## config.mk

```make
export PLATFORM = sky130hd
export DESIGN_NAME = turbo_enc_arbiter
export DESIGN_NICKNAME = d
export VERILOG_FILES = /design/src/rtl/turbo_enc_arbiter.sv
export SDC_FILE = /design/constraint.sdc
export NUM_CORES = 1
export LEC_CHECK = 0
export CELL_PAD_IN_SITES_DETAIL_PLACEMENT = 1
export CELL_PAD_IN_SITES_GLOBAL_PLACEMENT = 1
export CORE_MARGIN = 2
export CORE_UTILIZATION = 42
export DETAILED_ROUTE_END_ITERATION = 8
export GPL_ROUTABILITY_DRIVEN = 0
export PLACE_DENSITY = 0.76
export REMOVE_ABC_BUFFERS = 1
export SKIP_CTS_REPAIR_TIMING = 1
export SYNTH_ARGS = -nofsm -noshare
export SYNTH_HDL_FRONTEND = slang
export SYNTH_SLANG_ARGS = --single-unit
```

## constraint.sdc

```tcl
create_clock -name clk -period 3.2 [get_ports clk]
set_input_delay 0.48 -clock clk [delete_from_list [all_inputs] [get_ports clk]]
set_output_delay 0.48 -clock clk [all_outputs]
set_load 0.03 [all_outputs]
```

## src/rtl/turbo_enc_arbiter.sv

```systemverilog
// turbo_enc_arbiter
//   Two-source round-robin scheduler in front of the turbo encoder control
//   FSM. Grants the encoder to one source at a time, latches that source's
//   block length, paces one bit per cycle for exactly one block, then waits
//   out trellis termination before reporting completion.
//
// Ports
//   clk              rising-edge clock
//   reset            asynchronous active-low reset
//   req0/req1        source has a full block ready (sampled only at grant)
//   len0/len1        per-source length select (0: K_SHORT, 1: K_LONG)
//   gnt0/gnt1        one-hot grant, held through data and tail
//   bit_rd           granted source presents its next bit this cycle
//   enc_data_valid   encoder data_valid
//   enc_length_flag  encoder length_flag (len latched at grant)
//   busy             any state other than IDLE
//   blk_done         one-cycle pulse in the last tail cycle of a block
//   blk_cnt0/1       completed blocks per source, wraps 255->0
//
// Configuration
//   TURBO_ENC_ARB_B2B_EN  back-to-back blocks: a pending request at the last
//                         data bit re-arbitrates immediately and the previous
//                         block's termination is tracked by a side countdown.
module turbo_enc_arbiter #(
  parameter int unsigned K_SHORT     = 1056,
  parameter int unsigned K_LONG      = 6144,
  parameter int unsigned TAIL_CYCLES = 4,
  parameter int unsigned CW          = 14
) (
  input  logic       clk,
  input  logic       reset,
  input  logic       req0,
  input  logic       req1,
  input  logic       len0,
  input  logic       len1,
  output logic       gnt0,
  output logic       gnt1,
  output logic       bit_rd,
  output logic       enc_data_valid,
  output logic       enc_length_flag,
  output logic       busy,
  output logic       blk_done,
  output logic [7:0] blk_cnt0,
  output logic [7:0] blk_cnt1
);

  localparam int unsigned TW = (TAIL_CYCLES > 1) ? $clog2(TAIL_CYCLES) : 1;
  localparam logic [TW-1:0] TAIL_LAST = TW'(TAIL_CYCLES - 1);
  localparam logic [CW-1:0] KS_LAST   = CW'(K_SHORT - 1);
  localparam logic [CW-1:0] KL_LAST   = CW'(K_LONG - 1);

  typedef enum logic [1:0] {
    IDLE   = 2'd0,
    STREAM = 2'd1,
    TAIL   = 2'd2
  } state_t;

  state_t          state_q, state_d;
  logic            owner_q, owner_d;   // 0: source 0 owns the encoder
  logic            last_q, last_d;     // source served most recently
  logic            len_q, len_d;
  logic [CW-1:0]   cnt_q, cnt_d;
  logic [TW-1:0]   tail_q, tail_d;

  logic            gnt0_q, gnt1_q, bit_rd_q, dv_q, busy_q, done_q;
  logic [7:0]      blk_cnt0_q, blk_cnt1_q;

  logic            any_req, pick;
  logic [CW-1:0]   k_last;
  logic            main_done_d, done_d, inc0, inc1;

`ifdef TURBO_ENC_ARB_B2B_EN
  logic            pend_act_q, pend_act_d;
  logic            pend_own_q, pend_own_d;
  logic [TW-1:0]   pend_cnt_q, pend_cnt_d;
  logic            pend_done_d;
`endif

  always_comb begin
    state_d     = state_q;
    owner_d     = owner_q;
    last_d      = last_q;
    len_d       = len_q;
    cnt_d       = cnt_q;
    tail_d      = tail_q;
    any_req     = req0 | req1;
    // On a tie, serve the source that was not served last.
    pick        = (req0 & req1) ? ~last_q : req1;
    k_last      = len_q ? KL_LAST : KS_LAST;
`ifdef TURBO_ENC_ARB_B2B_EN
    pend_act_d  = pend_act_q;
    pend_own_d  = pend_own_q;
    pend_cnt_d  = pend_cnt_q;
    if (pend_act_q) begin
      if (pend_cnt_q == TAIL_LAST) pend_act_d = 1'b0;
      else                         pend_cnt_d = pend_cnt_q + TW'(1);
    end
`endif

    unique case (state_q)
      IDLE: begin
        if (any_req) begin
          state_d = STREAM;
          owner_d = pick;
          last_d  = pick;
          len_d   = pick ? len1 : len0;
          cnt_d   = '0;
        end
      end
      STREAM: begin
        if (cnt_q == k_last) begin
`ifdef TURBO_ENC_ARB_B2B_EN
          if (any_req) begin
            // Re-grant on the last bit; the finishing block's termination
            // is counted by the side countdown while STREAM continues.
            owner_d    = pick;
            last_d     = pick;
            len_d      = pick ? len1 : len0;
            cnt_d      = '0;
            pend_act_d = 1'b1;
            pend_own_d = owner_q;
            pend_cnt_d = '0;
          end else begin
            state_d = TAIL;
            tail_d  = '0;
          end
`else
          state_d = TAIL;
          tail_d  = '0;
`endif
        end else begin
          cnt_d = cnt_q + CW'(1);
        end
      end
      TAIL: begin
        if (tail_q == TAIL_LAST) state_d = IDLE;
        else                     tail_d  = tail_q + TW'(1);
      end
      default: state_d = IDLE;
    endcase

    // Outputs are registered, so they are derived from the next state.
    main_done_d = (state_d == TAIL) && (tail_d == TAIL_LAST);
    inc0        = main_done_d && !owner_q;
    inc1        = main_done_d &&  owner_q;
`ifdef TURBO_ENC_ARB_B2B_EN
    pend_done_d = pend_act_d && (pend_cnt_d == TAIL_LAST);
    inc0        = inc0 | (pend_done_d && !pend_own_d);
    inc1        = inc1 | (pend_done_d &&  pend_own_d);
    done_d      = main_done_d | pend_done_d;
`else
    done_d      = main_done_d;
`endif
  end

  always_ff @(posedge clk or negedge reset) begin
    if (!reset) begin
      state_q    <= IDLE;
      owner_q    <= 1'b0;
      last_q     <= 1'b1;
      len_q      <= 1'b0;
      cnt_q      <= '0;
      tail_q     <= '0;
      gnt0_q     <= 1'b0;
      gnt1_q     <= 1'b0;
      bit_rd_q   <= 1'b0;
      dv_q       <= 1'b0;
      busy_q     <= 1'b0;
      done_q     <= 1'b0;
      blk_cnt0_q <= '0;
      blk_cnt1_q <= '0;
    end else begin
      state_q    <= state_d;
      owner_q    <= owner_d;
      last_q     <= last_d;
      len_q      <= len_d;
      cnt_q      <= cnt_d;
      tail_q     <= tail_d;
      gnt0_q     <= (state_d != IDLE) && !owner_d;
      gnt1_q     <= (state_d != IDLE) &&  owner_d;
      bit_rd_q   <= (state_d == STREAM);
      dv_q       <= (state_d == STREAM);
      busy_q     <= (state_d != IDLE);
      done_q     <= done_d;
      if (inc0) blk_cnt0_q <= blk_cnt0_q + 8'd1;
      if (inc1) blk_cnt1_q <= blk_cnt1_q + 8'd1;
    end
  end

`ifdef TURBO_ENC_ARB_B2B_EN
  always_ff @(posedge clk or negedge reset) begin
    if (!reset) begin
      pend_act_q <= 1'b0;
      pend_own_q <= 1'b0;
      pend_cnt_q <= '0;
    end else begin
      pend_act_q <= pend_act_d;
      pend_own_q <= pend_own_d;
      pend_cnt_q <= pend_cnt_d;
    end
  end
`endif

  assign gnt0            = gnt0_q;
  assign gnt1            = gnt1_q;
  assign bit_rd          = bit_rd_q;
  assign enc_data_valid  = dv_q;
  assign enc_length_flag = len_q;
  assign busy            = busy_q;
  assign blk_done        = done_q;
  assign blk_cnt0        = blk_cnt0_q;
  assign blk_cnt1        = blk_cnt1_q;

endmodule

```

==> Word level (Yosys, flattened, before mapping) <==
Cells that the tools add are included.
{ "word_totals": {"ff_bits": 42, "elab_cells": 56} }
{ "op_classes": {"add_sub_neg": 4, "n_eq_ne": 9, "n_mux": 15, "bitwise_logic": 3, "reduce_logical": 12} }
{ "ops": {"columns": ["cell", "count"], "rows": [
  ["two-way mux 14 bit", 2],
  ["one-hot mux 14 bit (2 select lines)", 1],
  ["adder 8 x 1 -> 8 bit (second input constant)", 2],
  ["adder 14 x 1 -> 14 bit (second input constant)", 1],
  ["== test 14 x 13 -> 1 bit", 1],
  ["two-way mux 13 bit", 1],
  ["two-way mux 2 bit", 5],
  ["== test 2 bit (second input constant)", 4],
  ["one-hot mux 2 bit (3 select lines)", 1],
  ["logical AND 1 bit", 5],
  ["== test 2 x 1 -> 1 bit (second input constant)", 2],
  ["two-way mux 1 bit", 4],
  ["inequality test 2 bit (second input constant)", 2],
  ["one-hot mux 2 bit (2 select lines)", 1],
  ["nonzero test 2 bit", 2],
  ["AND reduction 3 bit", 1],
  ["adder 2 x 1 -> 2 bit (second input constant)", 1],
  ["zero test 1 bit", 2],
  ["zero test 2 bit", 1],
  ["AND reduction 2 bit", 1],
  ["bitwise AND 1 bit", 1],
  ["inverter 1 bit", 1],
  ["bitwise OR 1 bit", 1]
]} }

==> Longest topological paths before layout <==
{ "depth": {"ltp_word": 7, "ltp_mapped": 10, "mapped_depth_nobuf": 8} }

==> Least setup slack after synthesis <==
OpenSTA, ideal clock, no wires.
{ "synth_timing": {"kind": "reg2reg", "start": "register state_q[1]", "end": "register blk_cnt0_q[1] (netlist: blk_cnt0[1])", "setup_time_ns": 0.128, "arrival_ns": 2.401, "required_time_ns": 3.072, "slack_ns": 0.672, "path_stages_with_launch": 9, "n_path_buf": 1, "period_less_slack_ns": 2.528, "cell_sequence": "dfrtp_1 inv_1 ha_1 buf_2 nor3b_1 a21oi_1 a2111o_1 or3_1 mux2_1"} }
{ "synth_between": {"elab_chain_len": 5, "elab_cells_between_ends": 12, "classes_between": "4 x eq/ne; 5 x mux; 3 x reduce/logical"} }
{ "synth_rtl": {"columns": ["element", "line", "rtl"], "rows": [
  ["from (decl)", "58", "state_t state_q, state_d;"],
  ["from (signal assigned)", "173", "state_q <= state_d;"],
  ["== test 2 bit, or another cell as far along", "100", "unique case (state_q)"],
  ["one-hot mux 2 bit (3 select lines) or one-hot mux 2 bit (2 select lines) (tied branches)", "100", null],
  ["== test 2 bit", "143", "main_done_d = (state_d == TAIL) && (tail_d == TAIL_LAST);"],
  ["logical AND 1 bit (*)", "143", null],
  ["logical AND 1 bit (*)", "144", "inc0 = main_done_d && !owner_q;"],
  ["to (signal assigned)", "185", "if (inc0) blk_cnt0_q <= blk_cnt0_q + 8'd1;"],
  ["to (decl)", "66", "logic [7:0] blk_cnt0_q, blk_cnt1_q;"]
]} }
Every way passes the cells marked *; elsewhere a longest branch is shown, timed or not.
A chain may end at the register's enable or synchronous reset.

==> Final worst setup path <==
Ends and elaborated chain as after synthesis.

==> out/qor.yml <==
status: "completed"
hold_viol: 0
clockPowerShare: 0.300
grt_pass1_wl_um: 9370
cts_tree: "built"
setup_viol: 0
synth_top_flop_cell: "dfrtp_1"
portBuffers: 28
path_buf_inv: 2
cts_made_buffers: 5
die_area_sq_um: 5870
core_area_sq_um: 5110
track_usage: 0.201
crit_path_top_delay_cell: "or3_1"
floorplan.initialDensity: 0.433
yosysSeqAreaShare: 0.475
fmax_mhz: 350
diodes: 0
total_power_mw: 1.76
rows: 26
synth_area_sq_um: 2210
fin_crit_sh: 0.893
worstPathCellList: "inv_1 > ha_1 > nor3b_1 > buf_4 > a21oi_1 > o22ai_1 > mux2i_1 > or3_1 > mux2_1"
crit_family: "simple AND/OR/NAND/NOR gates"
finalSetupTns_ns: 0
critPathMaxStageDelay_ns: 0.48
multi_input_area_sq_um: 1090
cp_max_fo: 10
vdd_drop_max_v: 0.000386
synth_cells: 226
die_h_um: 76.6
max_slew_margin: 0.375
pin_count: 29
seqPwrFrac: 0.385
synth-edff-count: 0
regArea_sq_um: 1050
rsz0062_at_grt: "no"
num-fill-cells: 602
finClkSkew_ns: 0.00903
dieWidth_um: 76.6
syn_to_final_growth_pct: 23.4
postRouteAntennaNets: 0
clk_pin_slew_worst_paths_ns: 0.09
power.density_nw_per_um2: 644
drt_iter0_markers: 53
grt_max_degree: 43
async_flop_share: 1.00
ys_ff_latch: 42
grt_overflow: 0
first_global_vias: 1795
power_switching_mw: 0.600
drc_errors: 0
wirelength_um: 5370
hp-class: "input port to async pin"
cp.required_ns: 3.38
cts_max_level: 2
start_kind: "flip-flop"
maxSlewViolCount: 0
ys_types: 42
antenna_found_initial: 0
tightest_slew_ns: 0.937
combPwrFrac: 0.315
dp_hpwl_um: 3850
avgRoutedWirePerCell_um: 16.2
cts.sinks: 42
avgSynthCellArea_sq_um: 9.79
insertion_delay_ns: 0.30
first_pass_iters: 4
clockBufferDepth: 2
leakage_nw: 1.23
swShare: 0.341
drive_gt1_frac: 0.0996
vias: 1785
crit_type: "flip-flop to flip-flop"
arrival_ns: 3.04
fin_nets: 273
cap_violations: 0
end_kind: "flip-flop"
cts_root_buffer: "clkbuf_8"
min_period_ns: 2.86
cell_internal_pwr_mw: 1.16
routed_via_density: 5.39
yosys_warnings: 0
## layout make-up
| type | instances | area share |
|---|---|---|
| Multi-Input combinational cell | 168 | 0.399 |
| Sequential cell | 42 | 0.385 |
| Timing Repair Buffer | 35 | 0.120 |
| Tap cell | 70 | 0.0321 |
| Clock buffer | 6 | 0.0302 |
| Clock inverter | 2 | 0.0220 |
| Inverter | 8 | 0.0110 |
## cell usage after synthesis (3+ instances only)
| cell | count | area share |
|---|---|---|
| and3_1 | 5 | 0.014 |
| nor2_1 | 22 | 0.037 |
| nor3_1 | 8 | 0.018 |
| inv_1 | 8 | 0.014 |
| clkbuf_1 | 4 | 0.0068 |
| nand2_1 | 19 | 0.032 |
| xnor2_1 | 5 | 0.020 |
| nand3_1 | 12 | 0.027 |
| ha_1 | 7 | 0.040 |
| or4_1 | 3 | 0.010 |
| xor2_1 | 18 | 0.071 |
| nand4_1 | 9 | 0.025 |
| nor4_2 | 3 | 0.017 |
| or3_1 | 4 | 0.011 |
| dfrtp_1 | 41 | 0.46 |
| a21oi_1 | 12 | 0.027 |
| o21ai_0 | 9 | 0.020 |
## cells in the final DEF, fill, tap and decap left out, drive strengths merged, types with 6 or more instances in the layout
| cell type | count |
|---|---|
| xor2 | 18 |
| dfrtp | 41 |
| nor2 | 22 |
| nand2 | 19 |
| buf | 8 |
| nand4 | 9 |
| clkbuf | 6 |
| nor3 | 8 |
| clkdlybuf4s50 | 27 |
| a21oi | 14 |
| ha | 7 |
| inv | 8 |
| o21ai | 9 |
| nand3 | 12 |
## metal layers
metal  GRT usage  part of all wire  vias to the layer above
met1       0.272              0.47                      893
li1            -                 -                      867
met5           0                 0                        -
met3      0.0415             0.025                        6
met2       0.330              0.50                       19
met4      0.0545             0.011                        0
## state kept, by name, summed over array words and instances, names as in the netlist, 2 cells and up
register and flops:
blk_cnt0 8, blk_cnt1 8, cnt_q 14, state_q 2, tail_q 2
## power by group through the flow
stage / logic, mW / registers, mW / clock network, mW
2_1_floorplan: 0.279 / 0.741 / 0
3_3_place_gp: 0.540 / 0.684 / 0
3_5_place_dp: 0.554 / 0.687 / 0
4_1_cts: 0.560 / 0.678 / 0.536
5_1_grt: 0.615 / 0.691 / 0.556
6_report: 0.554 / 0.678 / 0.528
## per-stage QoR
| stage | worst slack (ns) | hold WS [ns] | instance area [sq um] | util | std cells |
|---|---|---|---|---|---|
| 5_1_grt | 0.119 | 0.405 | 2730 | 0.535 | 331 |
| 2_1_floorplan | 0.212 | 0.184 | 2170 | - | 218 |
| 3_3_place_gp | 0.421 | 0.454 | 2590 | 0.507 | 323 |
| 4_1_cts | 0.341 | 0.360 | 2730 | 0.535 | 331 |
| 6_report | 0.341 | 0.314 | 2730 | 0.535 | 331 |
| 3_5_place_dp | 0.330 | 0.469 | 2590 | 0.507 | 323 |
## cells by family (layout without fill, tap and decap cells)
family                   after synthesis  in the layout  synth area share
AO/OA/AOI/OAI                         37             37             0.106
buffers and inverters                 16             51            0.0317
XOR/XNOR                              23             23            0.0910
adder cells (fa/ha/maj)                7              7            0.0396
flip-flops                            42             42             0.475
multiplexers                           5              5            0.0243
AND/OR/NAND/NOR                       96             96             0.232
## path summary, 6_finish.rpt
| kind | from | to | slack (ns) | depth (start not counted) |
|---|---|---|---|---|
| setup / recovery | state_q[1] | blk_cnt0[1] | 0.34 | 9 |
| hold reg to reg | blk_cnt1[7] | blk_cnt1[7] | 0.47 | 1 |
| setup reg to reg | state_q[1] | blk_cnt0[1] | 0.34 | 9 |
| hold / removal | reset | cnt_q[9] | 0.31 | 1 |
| min in group clk | blk_cnt1[7] | blk_cnt1[7] | 0.47 | 1 |
| max in group asynchronous | reset | cnt_q[2] | 2.31 | 1 |
No activity file was read; power rests on OpenSTA's default activity.
